## src/rtl/calc_alu_sequencer_if.sv

```systemverilog
// calc_alu_sequencer_if: request/result bundle between a requester (master)
// and the sequencing ALU (slave).
`default_nettype none

interface calc_alu_sequencer_if #(
   parameter int WIDTH = 16
);
   logic             Start;
   logic [1:0]       Op;
   logic [WIDTH-1:0] A;
   logic [WIDTH-1:0] B;
   logic [WIDTH:0]   C;
   logic [WIDTH-1:0] R;
   logic             Busy;
   logic             Done;
   logic             Flag;
   logic [6:0]       State;

   modport master (
      output Start, Op, A, B,
      input  C, R, Busy, Done, Flag, State
   );

   modport slave (
      input  Start, Op, A, B,
      output C, R, Busy, Done, Flag, State
   );
endinterface

`default_nettype wire

```

## src/rtl/calc_alu_sequencer.sv

```systemverilog
// calc_alu_sequencer: one-hot sequenced add/sub/mul/div unit with sticky status.
// Macro CALC_MULDIV_EN builds the shift-add multiplier and restoring divider.
`default_nettype none

module calc_alu_sequencer #(
   parameter int WIDTH = 16
) (
   input wire                  board_clk,
   input wire                  Reset,
   calc_alu_sequencer_if.slave alu_if
);

   typedef enum logic [6:0] {
      S_IDLE = 7'b0000001,
      S_ADD  = 7'b0000010,
      S_SUB  = 7'b0000100,
      S_MUL  = 7'b0001000,
      S_DIV  = 7'b0010000,
      S_ERR  = 7'b0100000,
      S_DONE = 7'b1000000
   } state_e;

   state_e           state_q;
   logic [WIDTH-1:0] a_q;
   logic [WIDTH-1:0] b_q;
   logic [WIDTH:0]   c_q;
   logic [WIDTH-1:0] r_q;
   logic             flag_q;
   logic             done_q;

`ifdef CALC_MULDIV_EN
   localparam int CW = $clog2(WIDTH);

   logic [CW-1:0]      cnt_q;
   logic [2*WIDTH-1:0] prod_q;
   logic [2*WIDTH-1:0] mcand_q;
   logic [WIDTH-1:0]   rem_q;
   logic [WIDTH-1:0]   quo_q;

   logic [2*WIDTH-1:0] prod_d;
   logic [WIDTH:0]     rem_shift_d;
   logic [WIDTH:0]     rem_diff_d;
   logic               div_ge_d;
   logic [WIDTH-1:0]   rem_d;
   logic [WIDTH-1:0]   quo_d;

   // The partial remainder is always below 2*B, so the diff sign bit is exact.
   always_comb begin
      prod_d      = prod_q + (b_q[0] ? mcand_q : '0);
      rem_shift_d = {rem_q, quo_q[WIDTH-1]};
      rem_diff_d  = rem_shift_d - {1'b0, b_q};
      div_ge_d    = ~rem_diff_d[WIDTH];
      rem_d       = div_ge_d ? rem_diff_d[WIDTH-1:0] : rem_shift_d[WIDTH-1:0];
      quo_d       = {quo_q[WIDTH-2:0], div_ge_d};
   end
`endif

   always_ff @(posedge board_clk or posedge Reset) begin
      if (Reset) begin
         state_q <= S_IDLE;
         a_q     <= '0;
         b_q     <= '0;
         c_q     <= '0;
         r_q     <= '0;
         flag_q  <= 1'b0;
         done_q  <= 1'b0;
`ifdef CALC_MULDIV_EN
         cnt_q   <= '0;
         prod_q  <= '0;
         mcand_q <= '0;
         rem_q   <= '0;
         quo_q   <= '0;
`endif
      end else begin
         done_q <= 1'b0;
         unique case (state_q)
            S_IDLE: begin
               if (alu_if.Start) begin
                  a_q    <= alu_if.A;
                  b_q    <= alu_if.B;
                  c_q    <= '0;
                  r_q    <= '0;
                  flag_q <= 1'b0;
`ifdef CALC_MULDIV_EN
                  cnt_q   <= '0;
                  prod_q  <= '0;
                  mcand_q <= {{WIDTH{1'b0}}, alu_if.A};
                  rem_q   <= '0;
                  quo_q   <= alu_if.A;
`endif
                  unique case (alu_if.Op)
                     2'b00:   state_q <= S_ADD;
                     2'b01:   state_q <= S_SUB;
`ifdef CALC_MULDIV_EN
                     2'b10:   state_q <= S_MUL;
                     default: state_q <= (alu_if.B == '0) ? S_ERR : S_DIV;
`else
                     default: state_q <= S_ERR;
`endif
                  endcase
               end
            end
            S_ADD: begin
               c_q     <= {1'b0, a_q} + {1'b0, b_q};
               flag_q  <= 1'b0;
               done_q  <= 1'b1;
               state_q <= S_DONE;
            end
            S_SUB: begin
               c_q     <= {1'b0, a_q} - {1'b0, b_q};
               flag_q  <= (a_q < b_q);
               done_q  <= 1'b1;
               state_q <= S_DONE;
            end
`ifdef CALC_MULDIV_EN
            S_MUL: begin
               prod_q  <= prod_d;
               mcand_q <= mcand_q << 1;
               b_q     <= b_q >> 1;
               cnt_q   <= cnt_q + 1'b1;
               if (cnt_q == CW'(WIDTH-1)) begin
                  c_q     <= prod_d[WIDTH:0];
                  flag_q  <= |prod_d[2*WIDTH-1:WIDTH+1];
                  done_q  <= 1'b1;
                  state_q <= S_DONE;
               end
            end
            S_DIV: begin
               rem_q <= rem_d;
               quo_q <= quo_d;
               cnt_q <= cnt_q + 1'b1;
               if (cnt_q == CW'(WIDTH-1)) begin
                  c_q     <= {1'b0, quo_d};
                  r_q     <= rem_d;
                  flag_q  <= 1'b0;
                  done_q  <= 1'b1;
                  state_q <= S_DONE;
               end
            end
`endif
            S_ERR: begin
               c_q     <= '1;
               r_q     <= '0;
               flag_q  <= 1'b1;
               done_q  <= 1'b1;
               state_q <= S_DONE;
            end
            S_DONE: begin
               state_q <= S_IDLE;
            end
            default: begin
               state_q <= S_IDLE;
            end
         endcase
      end
   end

   assign alu_if.C     = c_q;
   assign alu_if.R     = r_q;
   assign alu_if.Flag  = flag_q;
   assign alu_if.Done  = done_q;
   assign alu_if.Busy  = ~state_q[0];
   assign alu_if.State = state_q;

endmodule

`default_nettype wire

```

## src/flat_wrapper.sv

```systemverilog
// flat-port wrapper written by rule: the top's interface ports become plain ports
module calc_alu_sequencer_flat 
#(
   parameter int WIDTH = 16
)
  (board_clk, Reset, alu_if_Start, alu_if_Op, alu_if_A, alu_if_B, alu_if_C, alu_if_R, alu_if_Busy, alu_if_Done, alu_if_Flag, alu_if_State);
  calc_alu_sequencer_if #(.WIDTH(WIDTH)) alu_if_i ();
  input wire board_clk;
  input wire Reset;
  input wire logic [$bits(alu_if_i.Start)-1:0] alu_if_Start;
  input wire logic [$bits(alu_if_i.Op)-1:0] alu_if_Op;
  input wire logic [$bits(alu_if_i.A)-1:0] alu_if_A;
  input wire logic [$bits(alu_if_i.B)-1:0] alu_if_B;
  output wire logic [$bits(alu_if_i.C)-1:0] alu_if_C;
  output wire logic [$bits(alu_if_i.R)-1:0] alu_if_R;
  output wire logic [$bits(alu_if_i.Busy)-1:0] alu_if_Busy;
  output wire logic [$bits(alu_if_i.Done)-1:0] alu_if_Done;
  output wire logic [$bits(alu_if_i.Flag)-1:0] alu_if_Flag;
  output wire logic [$bits(alu_if_i.State)-1:0] alu_if_State;
  assign alu_if_i.Start = alu_if_Start;
  assign alu_if_i.Op = alu_if_Op;
  assign alu_if_i.A = alu_if_A;
  assign alu_if_i.B = alu_if_B;
  assign alu_if_C = alu_if_i.C;
  assign alu_if_R = alu_if_i.R;
  assign alu_if_Busy = alu_if_i.Busy;
  assign alu_if_Done = alu_if_i.Done;
  assign alu_if_Flag = alu_if_i.Flag;
  assign alu_if_State = alu_if_i.State;
  calc_alu_sequencer #(.WIDTH(WIDTH)) u_core (.board_clk(board_clk), .Reset(Reset), .alu_if(alu_if_i));
endmodule
```

## config.mk

```make
export PLATFORM = sky130hd
export DESIGN_NAME = calc_alu_sequencer_flat
export DESIGN_NICKNAME = d
export VERILOG_FILES = /design/src/rtl/calc_alu_sequencer_if.sv /design/src/rtl/calc_alu_sequencer.sv /design/src/flat_wrapper.sv
export SDC_FILE = /design/constraint.sdc
export NUM_CORES = 1
export LEC_CHECK = 0
export CAP_MARGIN = 0
export CORE_MARGIN = 4
export CORE_UTILIZATION = 48
export CTS_CLUSTER_DIAMETER = 60
export CTS_CLUSTER_SIZE = 10
export DETAILED_ROUTE_END_ITERATION = 16
export GPL_ROUTABILITY_DRIVEN = 0
export GPL_TIMING_DRIVEN = 0
export MAX_ROUTING_LAYER = met4
export PLACE_DENSITY = 0.87
export REMOVE_ABC_BUFFERS = 1
export SLEW_MARGIN = 25
export SYNTH_ARGS = -nofsm -noshare
export SYNTH_HDL_FRONTEND = slang
export SYNTH_SLANG_ARGS = --single-unit
```

## constraint.sdc

```tcl
create_clock -name board_clk -period 2.7 [get_ports board_clk]
set_clock_uncertainty 0.1 [all_clocks]
set_input_delay 0.81 -clock board_clk [delete_from_list [all_inputs] [get_ports board_clk]]
set_output_delay 0.81 -clock board_clk [all_outputs]
set_load 0.02 [all_outputs]
```

==> results.tsv, run 1 <==
metric	value	unit
status	complete, but fails checks	
violations	setup timing	
core_area	0.00826	mm²
register_area	0.00141	mm²
grt_pass1_vias	3612	
fin_nets	592	
synthArstFlopShare	100	%
cts_root_buf	clkbuf_8	
yosys_register_bits	56	
fin_ws	-0.0469	ns
yosys.area.top_type	dfrtp_1	
rsz0062_at_grt	true	
ys_warn_count	0	
clk_pin_slew	0.11	ns
hpwl	7.09	mm
cts_buffers	5	
cp-end-kind	register	
cp.arrival	2.88	ns
synth_cells	443	
synthDistinctLibCells	68	
yosys_most_used_dff	dfrtp_1	
synth.cells.most_frequent	dfrtp_1, a21oi_1	
drc	0	
final_util	65.1	%
slew_viol_final	0	
synth-xor-area-share	0.213	%
ios	80	
crit_fanout	4	
hold_buffers	0	
clock_path_buffers	2	
path_class	reg2reg	
synthMuxAreaShare	9.06	%
yosysMostFrequentCell	dfrtp_1	
drtIter0Drc	439	
worst_setup_path_start_kind	register	
min_period	2.75	ns
synth_top_cell_area_share	33.5	%
io_buffers	61	
syn_avg_cell_area	9.26	µm²
grt_pass1_wl	17.6	mm
holdWs	0.397	ns
start_util	49.7	%
synth_edf_count	0	
die_w	100	µm
worstHoldStart	u_core.alu_if.C[1]$_DFFE_PP0P_	
route.vias.total	3917	
hold_violations	0	
antenna_found_initial	0	
fmax	0.364	GHz
grt_max_degree	57	
synth_area_leaders	dfrtp_1, ha_1, mux2_2	
fill_cells	615	
finalSetupViolations	4	
yosys.area_share.simple	12.4	%
finalCritPeriodShare	102	%
routed_wl	11.8	mm
synth-compound-area-share	23.8	%
worstPathRequired	2.84	ns
worstHoldPathType	reg2reg	
die_y	100	µm
vias_per_cell	6.26	
synthesis.area	0.00410	mm²
ys_seq_area_share	34.2	%
clock-sinks	56	
grt-ovfl-total	0	
first_pass_iters	5	
htree_levels	2	
drt.antenna.violating_nets	0	
yosys.area_share.adder	11.0	%
worst_slew_pin_slew	0.851	ns
synth_top_family_by_area	compound AO/OA/AOI/OAI gates	
max-cap-violations	0	
routedWlPerCell	18.9	µm
relSlewSlack	43.1	%
r2r_start	u_core.a_q[0]$_DFFE_PP0P_	
startpoint	u_core.a_q[0]$_DFFE_PP0P_	
cts_tree	yes	
die_area	0.0101	mm²
worstSkewPairLatency	0.33	ns
place_ws	-0.505	ns
final_layout_size_suffix_gt1_share	25.9	%
multiInputGateArea	0.00273	mm²
syn2layout_area_growth	31.1	%
num_rows	33	
n_antenna_cell	0	
grt_usage	21.8	%
## worst max-delay path: stages (launching register included)
cell      delay (ns)
dfrtp_1         0.42
inv_2           0.08
ha_2            0.18
inv_2           0.05
fa_2            0.41
a21oi_4         0.16
o21ai_2         0.10
o22a_1          0.25
buf_4           0.17
or4_1           0.40
nand4_1         0.13
nand2b_1        0.07
o22ai_1         0.15
## layout make-up
cell class / count / area share (%)
clock buffers: 5 / 1.28
clock inverters: 3 / 0.791
inverters: 34 / 2.47
multi-input cells: 327 / 50.7
flip-flops and latches: 56 / 26.2
well taps: 105 / 2.44
repair buffers: 96 / 16.2
## what timing repair did
action / CTS / global route
endpoints found under the setup margin: 8 / 8
pin swaps: 19 / 29
setup buffers: 12 / 22
resized for setup: 38 / 32
gates cloned: 1 / 0
## logic make-up after synthesis
family	count (synthesis)
xor+xnor	1
other cells	1
compound gates	137
buf+inv	78
simple gates	102
mux	33
flops	56
fa+ha+maj	35
## layer usage
layer,global-route usage [%],share of wire (%)
met2,34.7,48
met4,7.15,3.1
met5,-,0
met1,27.8,40
met3,4.78,8.8
## sequential cells by signal, summed over array words and instances (netlist names)
register and flops:
u_core.alu_if.C 17, u_core.a_q 16, u_core.b_q 16, u_core.alu_if.State 5, u_core.alu_if.Done 1, u_core.alu_if.Flag 1
## final timing paths
kind                                                        end  slack (ns)  depth (start not counted)
worst max-delay path            u_core.alu_if.C[10]$_DFFE_PP0P_       -0.05                         12
worst min-delay path             u_core.alu_if.C[1]$_DFFE_PP0P_        0.40                          2
worst max register to register  u_core.alu_if.C[10]$_DFFE_PP0P_       -0.05                         12
worst min register to register   u_core.alu_if.C[1]$_DFFE_PP0P_        0.40                          2
max in group asynchronous             u_core.a_q[1]$_DFFE_PP0P_        1.17                          2
min in group asynchronous             u_core.a_q[5]$_DFFE_PP0P_        0.84                          2
## stage by stage
step	cell area, µm²	setup TNS, ns	cells
final	5380	-0.115	626
after global routing	5380	-0.488	626
after CTS	5040	-0.0213	604
after detailed placement	4670	-3.12	583
after global placement	4660	-46.43	582
after floorplan	3920	0	416
## cells in the final DEF, fill, tap and decap left out, drive strengths merged, types with 9 or more instances in the layout
cell,n
a21oi,42
nand2,20
o21ai,19
ha,33
nor3,11
dfrtp,55
conb,18
a221o,9
clkdlybuf4s50,61
buf,34
inv,34
mux2,33
nor2,33
Power of run 1 is not shown: default switching activity piles up to over one toggle a cycle in this logic, so the estimate is an artifact.
==> run 2: changes to the inputs <==
Settings changed: CAP_MARGIN 0 to default.
==> results of run 2 <==
Final layout, timing and power as in run 1 (identical DEF).
Power of run 2 is left out for the same reason.
==> run 3: changes to the inputs <==
Settings changed: ABC_AREA from default to 1, PLACE_DENSITY 0.87 to 0.86.
==> results.tsv, run 3 <==
metric	value	unit	change
hold_violations	0		unchanged
synth.cells.most_frequent	nand2_1, inv_1, dfrtp_1, nand3_1, nor2_1		
p_leak	2.75	nW	
ys_warn_count	0		unchanged
synthDistinctLibCells	36		-47%
worstHoldPathType	reg2reg		
drtIter0Drc	382		-13%
grt_pass1_vias	4115		+14%
yosys_most_used_dff	dfrtp_1		
vias_per_cell	5.30		-15%
final_layout_size_suffix_gt1_share	3.13	%	-23 points
crit_fanout	26		+22
worst_setup_path_start_kind	primary input		
fill_cells	832		+35%
routedWlPerCell	13.3	µm	-30%
cts_resized	0		-100%
ios	80		unchanged
clk_pin_slew	0.09	ns	-0.02 ns
cp-end-kind	register		
final_util	57.4	%	-7.8 points
drc	0		unchanged
finalSetupViolations	0		-4
ys_seq_area_share	32.2	%	-1.9 points
grt_pass1_wl	18.1	mm	+2.9%
fin_nets	773		+31%
core_area	0.00876	mm²	+6.1%
yosys_register_bits	56		unchanged
clock_path_buffers	2		unchanged
cp_top_family	buffers and inverters		
first_pass_iters	5		unchanged
antenna_found_initial	0		unchanged
htree_levels	2		unchanged
die_area	0.0107	mm²	+5.5%
postCtsSetupBuffers	0		-12
start_util	49.6	%	about the same
num_rows	34		+3.0%
grt_usage	21.7	%	-0.12 points
clock-sinks	56		unchanged
r2r_start	u_core.alu_if.State[5]$_DFFE_PP0P_		
relSlewSlack	47.7	%	+4.6 points
cp_cell_sequence	clkdlybuf4s50_1 -> inv_1 -> nor2_4 -> inv_2 -> nand2_1 -> nand2_1		
crit_slowest_cell	nor2_4		
worstHoldStart	u_core.a_q[8]$_DFFE_PP0P_		
cts_tree	yes		
cp.arrival	2.55	ns	-0.33 ns
max-cap-violations	0		unchanged
synthArstFlopShare	100	%	unchanged
startpoint	alu_if_Start		
synth_area_leaders	dfrtp_1, nand2_1, ha_1		
die_w	103	µm	+2.7%
holdWs	0.409	ns	+0.0127 ns
hold_buffers	0		unchanged
cts_root_buf	clkbuf_8		
cp_slowest_stage_delay	0.57	ns	+0.15 ns
p_per_area	1280	mW/mm²	
status	finished, final reports clean		
routed_wl	10.8	mm	-9.0%
rsz0062_at_grt	false		
syn_avg_cell_area	6.68	µm²	-28%
worst-path-buf-inv	3		unchanged
final_cell_area	0.00503	mm²	-6.5%
n_antenna_cell	0		unchanged
hpwl	7.99	mm	+13%
fin_tns_setup	0	ns	+0.115 ns
final_common_cell	nand2_1		
synthesis.area	0.00435	mm²	+6.0%
synth_cells	651		+47%
totalPowerFinal	6.43	mW	
grt-ovfl-total	0		unchanged
final_cell_mix	nand2_1, inv_1, clkdlybuf4s50_1, nand3_1, dfrtp_1		
fmax	0.408	GHz	+12%
largest_reg_flops	17		unchanged
drt.antenna.violating_nets	0		unchanged
cts_buffers	5		unchanged
io_buffers	61		unchanged
place_area	0.00493	mm²	+5.4%
irDropWorstVdd	399	µV	
route.vias.total	4290		+9.5%
die_y	103	µm	+2.7%
yosysMostFrequentCell	nand2_1		
yosys.area.top_type	dfrtp_1		
synth_top_cell_area_share	31.6	%	-1.9 points
worst_slew_pin_slew	0.782	ns	-0.0687 ns
min_period	2.45	ns	-0.294 ns
syn2layout_area_growth	15.6	%	
slew_viol_final	0		unchanged
finalCritPeriodShare	90.8	%	-11 points
synth_edf_count	0		unchanged
grt_max_degree	57		unchanged
path_class	in2reg		
worstPathRequired	2.80	ns	-0.04 ns
crit_top_cell	nand2_1		
worstSkewPairLatency	0.31	ns	-0.02 ns
==> run 3: cell types whose count changed after synthesis, moves of 11 or more <==
| cell | change |
|---|---|
| inv_1 | +69 |
| nand3_1 | +48 |
| nand4_1 | +11 |
| clkbuf_1 | -13 |
| nand2_1 | +217 |
| mux2_2 | -33 |
| a21oi_1 | -21 |
==> run 3: through the flow <==
stage / instances / worst slack, ns
detailed placement: 801 / -0.438
finish: 810 / 0.247
CTS: 810 / 0.242
global placement: 801 / -0.533
global route: 810 / 0.103
floorplan: 632 / 0.420
==> run 3: tightest hold or removal path, delay by kind of cell (launching register included) <==
family | cells | cell delay (ns)
simple gates | 2 | 0.11
flops | 1 | 0.38
==> run 3: cell families (layout without fill, tap and decap cells) <==
family          count (synthesis)  in the layout  synth area share, %
xor+xnor                        1              1                0.201
fa+ha+maj                      35             35                 10.4
simple gates                  363            364                 35.7
compound gates                 56             56                 7.05
buf+inv                       139            172                 14.3
other cells                     1             18               0.0862
flops                          56             56                 32.2
==> run 3: path summary, 6_finish.rpt <==
check | endpoint | slack [ns] | cells past startpoint
max in group asynchronous | u_core.b_q[12]$_DFFE_PP0P_ | 1.20 | 2
worst max-delay path | u_core.a_q[10]$_DFFE_PP0P_ | 0.25 | 6
min in group asynchronous | u_core.a_q[3]$_DFFE_PP0P_ | 0.85 | 2
worst min-delay path | u_core.a_q[8]$_DFFE_PP0P_ | 0.41 | 2
worst min register to register | u_core.a_q[8]$_DFFE_PP0P_ | 0.41 | 2
worst max register to register | u_core.a_q[10]$_DFFE_PP0P_ | 0.35 | 6
==> run 3: routing by layer <==
layer	share of wire, %	global-route usage, %
met1	41	26.5
met5	0	-
met3	8.3	3.09
met4	2.6	7.67
met2	48	36.8
==> run 3: where the power goes <==
group	total [mW]	internal, mW	switching (mW)	leakage, nW
clock network	0.485	0.210	0.274	0.0455
registers	1.43	1.18	0.248	0.715
logic	4.52	1.53	2.99	1.98
==> run 3: cell type report <==
| class | instances | area, µm² | area share [%] |
|---|---|---|---|
| well taps | 108 | 135 | 2.69 |
| inverters | 103 | 389 | 7.74 |
| repair buffers | 61 | 611 | 12.1 |
| clock buffers | 8 | 90.1 | 1.79 |
| multi-input cells | 474 | 2400 | 47.7 |
| flip-flops and latches | 56 | 1400 | 27.9 |
Note: power is estimated with default switching activity, not from simulation.
